## config.mk

```make
export PLATFORM = sky130hd
export DESIGN_NAME = io_switch
export DESIGN_NICKNAME = d
export VERILOG_FILES = /design/src/rtl/io_switch.sv
export SDC_FILE = /design/constraint.sdc
export NUM_CORES = 1
export LEC_CHECK = 0
export CAP_MARGIN = 15
export CELL_PAD_IN_SITES_DETAIL_PLACEMENT = 0
export CELL_PAD_IN_SITES_GLOBAL_PLACEMENT = 1
export CORE_AREA = 2 2 172 174
export DETAILED_ROUTE_END_ITERATION = 10
export DIE_AREA = 0 0 174 176
export PLACE_DENSITY_LB_ADDON = 0.08
export SKIP_CTS_REPAIR_TIMING = 1
export SYNTH_ARGS = -nofsm -noshare
export SYNTH_HDL_FRONTEND = slang
export SYNTH_SLANG_ARGS = --single-unit
```

## constraint.sdc

```tcl
create_clock -name clk -period 4.41 [get_ports clk]
set_clock_uncertainty 0.2 [all_clocks]
set_input_delay 0.441 -clock clk [delete_from_list [all_inputs] [get_ports clk]]
set_output_delay 0.441 -clock clk [all_outputs]
set_load 0.05 [all_outputs]
```

## src/rtl/io_switch.sv

```systemverilog
// io_switch: I/O region switch for the RISC5 bus.
//
// Decodes an aligned window of NSLV * 2^SLOT_LOG words starting at BASE_W
// into NSLV equal slots. The selected slot gets a registered strobe together
// with registered write enable, address and write data. Its acknowledge and
// read data come back to the CPU as a single registered response. If the slot
// never acknowledges, the access ends after TMO_CYC strobe cycles. The CPU
// then gets an ack with zero data, and the sticky error flag captures the
// address.
//
// Ports:
//   clk, rst        system clock, synchronous active-high reset
//   bus_stb/we      CPU strobe and write enable
//   bus_addr        CPU word address (byte address bits [23:2])
//   bus_dout        CPU write data
//   io_hit          combinational: strobe is high and address is in window
//   io_din, io_ack  registered read data / one-cycle acknowledge to CPU
//   slv_stb         one-hot registered slot strobes
//   slv_we/addr/data registered write enable, word address, write data
//   slv_dout        per-slot read data, slot i at [32*i+31:32*i]
//   slv_ack         per-slot acknowledges
//   err_clr         clears the sticky error flag
//   err, err_addr   sticky timeout flag and address of last timed-out access
module io_switch #(
  parameter int unsigned NSLV     = 8,
  parameter int unsigned SLOT_LOG = 1,
  parameter logic [21:0] BASE_W   = 22'h3FFFE0,
  parameter int unsigned TMO_CYC  = 255
) (
  input  logic               clk,
  input  logic               rst,
  input  logic               bus_stb,
  input  logic               bus_we,
  input  logic [21:0]        bus_addr,
  input  logic [31:0]        bus_dout,
  output logic               io_hit,
  output logic [31:0]        io_din,
  output logic               io_ack,
  output logic [NSLV-1:0]    slv_stb,
  output logic               slv_we,
  output logic [21:0]        slv_addr,
  output logic [31:0]        slv_data,
  input  logic [NSLV*32-1:0] slv_dout,
  input  logic [NSLV-1:0]    slv_ack,
  input  logic               err_clr,
  output logic               err,
  output logic [21:0]        err_addr
);

  localparam int unsigned IDX_BITS = $clog2(NSLV);
  localparam int unsigned W        = IDX_BITS + SLOT_LOG;
  // A single-slot switch still needs a 1-bit index register.
  localparam int unsigned IDX_W    = (IDX_BITS > 0) ? IDX_BITS : 1;
  localparam int unsigned CNT_W    = $clog2(TMO_CYC + 1);
  localparam logic [CNT_W-1:0] CNT_LAST = CNT_W'(TMO_CYC - 1);

  typedef enum logic [1:0] {
    IDLE   = 2'd0,
    ACTIVE = 2'd1,
    DONE   = 2'd2
  } state_t;

  state_t            state_q;
  logic [IDX_W-1:0]  idx_q;
  logic [CNT_W-1:0]  cnt_q;
  logic [NSLV-1:0]   stb_q;
  logic              we_q;
  logic [21:0]       addr_q;
  logic [31:0]       data_q;
  logic              ack_q;
  logic [31:0]       din_q;
  logic              err_q;
  logic [21:0]       err_addr_q;

  logic              in_win_d;
  logic [IDX_W-1:0]  idx_d;
  logic [NSLV-1:0]   onehot_d;
  logic [31:0]       slot_data [NSLV];
  logic              sel_ack_d;
  logic              tmo_hit_d;
  logic              err_d;

  // Window match compares only the bits above the slot-index field.
  assign in_win_d = ((bus_addr >> W) == (BASE_W >> W));
  assign idx_d    = IDX_W'(bus_addr >> SLOT_LOG) & IDX_W'(NSLV - 1);

  for (genvar gi = 0; gi < NSLV; gi++) begin : g_slot
    assign slot_data[gi] = slv_dout[32*gi +: 32];
    assign onehot_d[gi]  = (idx_d == IDX_W'(gi));
  end

  // Only the slot that owns the current access may complete it.
  assign sel_ack_d = slv_ack[idx_q];

  // Timeout fires in the TMO_CYC-th strobe cycle unless the slot acks in it.
  assign tmo_hit_d = (state_q == ACTIVE) && bus_stb && !sel_ack_d &&
                     (cnt_q == CNT_LAST);

  // Set wins over clear.
  assign err_d = tmo_hit_d | (err_q & ~err_clr);

  always_ff @(posedge clk) begin
    if (rst) begin
      state_q    <= IDLE;
      idx_q      <= '0;
      cnt_q      <= '0;
      stb_q      <= '0;
      we_q       <= 1'b0;
      addr_q     <= '0;
      data_q     <= '0;
      ack_q      <= 1'b0;
      din_q      <= '0;
      err_q      <= 1'b0;
      err_addr_q <= '0;
    end else begin
      err_q <= err_d;
      case (state_q)
        IDLE: begin
          ack_q <= 1'b0;
          if (bus_stb && in_win_d) begin
            stb_q   <= onehot_d;
            we_q    <= bus_we;
            addr_q  <= bus_addr;
            data_q  <= bus_dout;
            idx_q   <= idx_d;
            cnt_q   <= '0;
            state_q <= ACTIVE;
          end else begin
            stb_q <= '0;
          end
        end
        ACTIVE: begin
          if (!bus_stb) begin
            // Master withdrew the request: abort without acknowledging.
            stb_q   <= '0;
            state_q <= IDLE;
          end else if (sel_ack_d) begin
            din_q   <= slot_data[idx_q];
            ack_q   <= 1'b1;
            stb_q   <= '0;
            state_q <= DONE;
          end else if (tmo_hit_d) begin
            din_q      <= '0;
            ack_q      <= 1'b1;
            stb_q      <= '0;
            err_addr_q <= addr_q;
            state_q    <= DONE;
          end else begin
            cnt_q <= cnt_q + 1'b1;
          end
        end
        DONE: begin
          ack_q   <= 1'b0;
          state_q <= IDLE;
        end
        default: begin
          stb_q   <= '0;
          ack_q   <= 1'b0;
          state_q <= IDLE;
        end
      endcase
    end
  end

  assign io_hit   = bus_stb & in_win_d;
  assign io_din   = din_q;
  assign io_ack   = ack_q;
  assign slv_stb  = stb_q;
  assign slv_we   = we_q;
  assign slv_addr = addr_q;
  assign slv_data = data_q;
  assign err      = err_q;
  assign err_addr = err_addr_q;

endmodule
```

==> results of run 1 <==
kinds of logic after synthesis:
group                      Yosys count  share of synthesized area (%)
muxes                              122                           30.3
DFF                                129                           38.4
AOI/OAI and AO/OA                  117                           9.54
adders and majority gates            2                          0.372
and+or+nand+nor                    218                           15.9
buffers and inverters               80                           5.48
report_power, final:
group | internal, uW | switching [uW] | total (uW)
Clock | 856 | 567 | 1420
Combinational | 296 | 89.3 | 385
Sequential | 1160 | 0.00163 | 1160
Total | 2320 | 656 | 2970
worst min-delay path, cell delays in order, from the launching register on:
cell and delay [ns]:
dfxtp_1 0.31, nand2_1 0.05, a21oi_1 0.05
how the worst max path moves through the flow:
stage	startpoint	endpoint	slack, ns
after CTS	bus_stb	io_hit	0.94
after global routing	bus_stb	io_hit	0.83
after floorplan	idx_q[0]	io_din[10]	1.92
final	bus_stb	io_hit	0.97
after detailed placement	bus_stb	io_hit	0.95
after global placement	bus_stb	io_hit	0.98
routing by layer:
metal,routed length [um],vias to the layer above
li1,-,3283
met1,12800,3223
met2,14800,233
met3,2190,32
met4,507,4
met5,21,-
registers in the layout (all words and copies together) (netlist names):
name      flops
io_din       32
err           1
io_ack        1
slv_stb       8
idx_q         2
slv_we        1
slv_addr     20
err_addr     22
slv_data     32
cnt_q         8
state_q       2
stage by stage:
step           cell area, um^2  utilization (%)  setup slack (ns)
3_5_place_dp             11400             40.1             0.947
5_1_grt                  12000             42.2             0.831
2_1_floorplan             6720                -              1.92
3_3_place_gp             11400             40.1             0.977
6_report                 12000             42.2             0.967
4_1_cts                  12000             42.2             0.941
cells in the final DEF (no fill, tap or decap), types with 2 or more instances in the layout:
cell type        netlist  layout
and2_1                 2       2
and3_1                 7       7
a31oi_1                3       3
bufinv_16              0       2
nor2b_1                5       5
inv_6                  0       5
mux4_2                65      65
diode_2                0       2
nor3_1                 4       4
clkdlybuf4s50_1        0     441
mux2i_1               57      57
clkbuf_16              0      17
nand3_1               38      37
clkinv_4               0       4
nand3b_1               6       6
dfxtp_4                0       2
nand2b_1               4       4
nand4b_1               2       2
o2bb2ai_1              4       4
buf_4                  7      15
or2_2                  2       2
ha_1                   2       2
or3_1                 34      34
nand4_1                5       5
o22a_1                 6       6
nand2_1               77      77
o21ai_0                6       6
a21oi_1               93      93
a21o_1                 3       3
dfxtp_1              129     126
inv_1                 20      20
nor2_1                28      28
cell type report:
class	instances	area (um^2)
Fill cell	2866	16500
Multi-Input combinational cell	459	3770
Sequential cell	129	2590
Timing Repair Buffer	456	4530
Tap cell	384	480
Clock inverter	13	151
Antenna cell	2	5.00
Clock buffer	18	439
Inverter	20	75.1
==> flow_summary.toml, run 1 <==
[timing]
max_slew_margin_pct = 34.4
hold-worst-slack_ns = 0.248
setup_tns_ns = 0
slew_viol_final = 0
tightestPinTransition_ns = 0.984
grt_setup_unrepaired = "no"
fmax_mhz = 290
fin_crit_sh_pct = 78.1
hold_viol = 0
layout_min_cycle_time_ns = 3.44
setup_violations = 0

[critical_path]
rrSetupSlack_ns = 1.48
r2r_start = "idx_q[0]"
crit_fanout = 3
slowest_delay_ns = 0.79
worstSetupPathType = "input pin to output port"
path_delay_family = "buffers and inverters"
r2r_end = "io_din[28]"
cp-end-kind = "output port"
crit_cells = 6
cp_slowest_cell = "clkdlybuf4s50_1"
startpoint_type = "input pin"
cpMostUsedCell = "clkdlybuf4s50_1"
path_cells = "clkdlybuf4s50_1 > nand4_1 > or2_2 > or4_1 > inv_1 > clkdlybuf4s50_1"
worst_ep_arrival_time_ns = 2.80
rr_worst_depth = 7
cp.required_ns = 3.77
cp_num_buf_inv = 3

[clock_network]
insertion_delay_ns = 0.42
cts_made_buffers = 17
path_clk_slew_ns = 0.06
clkSinkCount = 129
htree_levels = 4
cts-root-buf = "clkbuf_16"
ctsLongestPathBuffers = 2
cts_tree = "yes"

[synth]
syn-cell-area_um2 = 6720
syn_area_per_cell_um2 = 10.1
synth_edf_count = 0
ys_ff_latch = 129
synth_cells = 668
synth_top_area_cell = "dfxtp_1"
async_reset_ff_share_pct = 0
synth_top_area_share_pct = 38.4
syn_nets = 993
yosys-top-cells-count = "dfxtp_1 (129), a21oi_1 (93), nand2_1 (77), mux4_2 (65), mux2i_1 (57)"
ys_warn_count = 0
ys.flop_type = "dfxtp_1"
ys_seq_area_share_pct = 38.4
synthTopCellsByArea = "dfxtp_1 (38%), mux4_2 (22%), mux2i_1 (8.5%)"
yosysMostFrequentCell = "dfxtp_1"
synth_cell_type_count = 36

[drt]
vias_per_cell = 4.57
wl_per_cell_um = 20.5
vias = 6775
drt_iter0_drc = 314
finalWirelength_um = 30400
route.detailed.drc = 0
ant_nets = 0
drt_first_pass_iters = 4

[worst_hold_path]
hp-start = "slv_data[19]"
min_delay_worst_endpoint = "slv_data[19]"
holdPathStages = 2
worstHoldPathType = "register to register"

[floorplan]
pin_count = 443
chipHeight_um = 176
rows = 62
core_area_um2 = 28500
die_width_um = 174
start_util_pct = 23.5
die_area_um2 = 30600

[global_route]
grt_pass1_vias = 7295
grt.overflow.total = 0
gr-usage-all-layers_pct = 19.6
grt_pass1_wl_um = 45100
met1_usage_pct = 23.6
grt_max_degree = 58
busiest_layer = "met2"
met3_usage_pct = 6.65
grt_use_met2_pct = 33.5
antenna_found_initial = 4

[cells_and_area]
fin_cells = 1481
final_nets = 1408
drive_above_1_share_pct = 10.8
syn_to_final_growth_pct = 79.3

[placement]
place.gp.congestion = 0.822
io_buffers = 442
dp.cells = 1448
dp.final_hpwl_um = 23500

[outcome]
status = "completed"

[run]
drv_cap = 0

[power_and_ir_drop]
finalPower_uw = 2970
ir_worst_vdd_mv = 0.171
p_per_area_nw_per_um2 = 247
p_leak_uw = 0.00405
(Power assumes the default switching activity.)
==> run 2: changes to the inputs <==
Clock period 4.41 ns to 3.5 ns, I/O delays scaled along.
==> run 2 against run 1 <==
Clock power up 20%. First-iteration DRC count up 8.6%. Global-route usage fell by 0.065 points. Die area unchanged. Critical path depth fell by 4. Critical path type is now register to output port. Sequential power rose by 27%.
==> flow_summary.toml, run 2 (synthesized netlist as in run 1, its figures left out) <==
[placement]
place.gp.congestion = 0.819
dp.cells = 1450
dp.final_hpwl_um = 23600
io_buffers = 442

[drt]
vias = 6785
route.detailed.drc = 0
vias_per_cell = 4.58
wl_met1_um = 12300
ant_nets = 0
wl_per_cell_um = 20.5
dr_wl_met3_um = 2240
drt_iter0_drc = 341
dr.max_layer_used = "met5"
drt_first_pass_iters = 4
dr_wl_met2_um = 15300
finalWirelength_um = 30300

[clock_network]
ctsLongestPathBuffers = 2
cts_made_buffers = 17
path_clk_slew_ns = 0.06
clkSinkCount = 129
htree_levels = 4
cts-root-buf = "clkbuf_16"
insertion_delay_ns = 0.41
cts_tree = "yes"

[cells_and_area]
antenna_cells = 0
final_util_pct = 42.2
final_cell_mix = "clkdlybuf4s50_1 (440), dfxtp_1 (126), a21oi_1 (93), nand2_1 (77), mux4_2 (65)"
fin_cells = 1482
drive_above_1_share_pct = 11.1
final_common_cell = "clkdlybuf4s50_1"
final_nets = 1410
syn_to_final_growth_pct = 79.5

[critical_path]
worstSetupPathType = "register to output port"
slowest_delay_ns = 0.95
cp_num_buf_inv = 2
rr_worst_depth = 5
r2r_start = "idx_q[0]"
path_cells = "buf_4 > clkdlybuf4s50_1"
crit_fanout = 34
r2r_end = "io_din[12]"
cp.required_ns = 2.95
cp_slowest_cell = "clkdlybuf4s50_1"
cp-end-kind = "output port"
rrSetupSlack_ns = 0.83
startpoint_type = "register"
path_delay_family = "buffers and inverters"
worst_ep_arrival_time_ns = 2.26

[floorplan]
pin_count = 443
chipHeight_um = 176
rows = 62
die_width_um = 174
start_util_pct = 23.5
core_area_um2 = 28500
die_area_um2 = 30600

[timing]
fin_crit_sh_pct = 80.2
hold_viol = 0
slew_viol_final = 0
layout_min_cycle_time_ns = 2.81
fmax_mhz = 356
setup_tns_ns = 0
grt_setup_unrepaired = "no"
tightestPinTransition_ns = 1.00
max_slew_margin_pct = 33.1
setup_violations = 0

[global_route]
grt_max_degree = 63
antenna_found_initial = 2
grt_pass1_vias = 7168
grt_pass1_wl_um = 44700
gr-usage-all-layers_pct = 19.5
grt.overflow.total = 0

[power_and_ir_drop]
p_per_area_nw_per_um2 = 304
finalPower_uw = 3670
ir_worst_vdd_mv = 0.270
p_leak_uw = 0.00406

[outcome]
status = "completed"

[run]
drv_cap = 0

[worst_hold_path]
hp-start = "slv_data[7]"
holdPathStages = 2
worstHoldPathType = "register to register"
min_delay_worst_endpoint = "slv_data[7]"
-- run 2: worst max-delay path by stage --
| stage | start | endpoint | cells after the start |
|---|---|---|---|
| after floorplan | idx_q[0] | io_din[10] | 8 |
| after global placement | slv_ack[5] | io_din[24] | 7 |
| after detailed placement | slv_ack[4] | io_din[28] | 7 |
| after CTS | slv_addr[3] | slv_addr[3] | 2 |
| after global routing | idx_q[0] | io_din[7] | 5 |
| final | slv_addr[3] | slv_addr[3] | 2 |
-- run 2: layer usage --
layer  up-vias  global-route usage, %
met2       234                   34.4
met4         2                   4.20
li1       3287                      -
met3        25                   6.48
met1      3237                   23.1
met5         -                      0
-- run 2: final cells by class --
| class | count | area, um^2 |
|---|---|---|
| fillers | 2841 | 16500 |
| repair buffers | 458 | 4560 |
| multi-input cells | 459 | 3770 |
| flip-flops and latches | 129 | 2590 |
| well taps | 384 | 480 |
| clock buffers | 18 | 450 |
| clock inverters | 14 | 121 |
| inverters | 20 | 75.1 |
-- run 2: through the flow --
| stage | hold WS [ns] | cell area, um^2 | setup slack [ns] |
|---|---|---|---|
| 2_1_floorplan | 0.266 | 6720 | 1.01 |
| 3_3_place_gp | 0.238 | 11500 | 0.645 |
| 3_5_place_dp | 0.242 | 11500 | 0.633 |
| 4_1_cts | 0.251 | 12100 | 0.627 |
| 5_1_grt | 0.263 | 12100 | 0.577 |
| 6_report | 0.250 | 12100 | 0.693 |
-- run 2: worst register-to-register path, cell delays in order, from the launching register on --
cell	delay, ns
dfxtp_4	0.44
buf_4	0.79
mux4_2	0.66
mux2i_1	0.24
or3_1	0.15
a21oi_1	0.06
-- run 2: report_power, final --
group	internal, uW	switching, uW	leakage (uW)
combinational	373	113	0.00274
sequential	1470	0.00143	0.00104
clock	971	744	0.000277
total	2810	857	0.00406
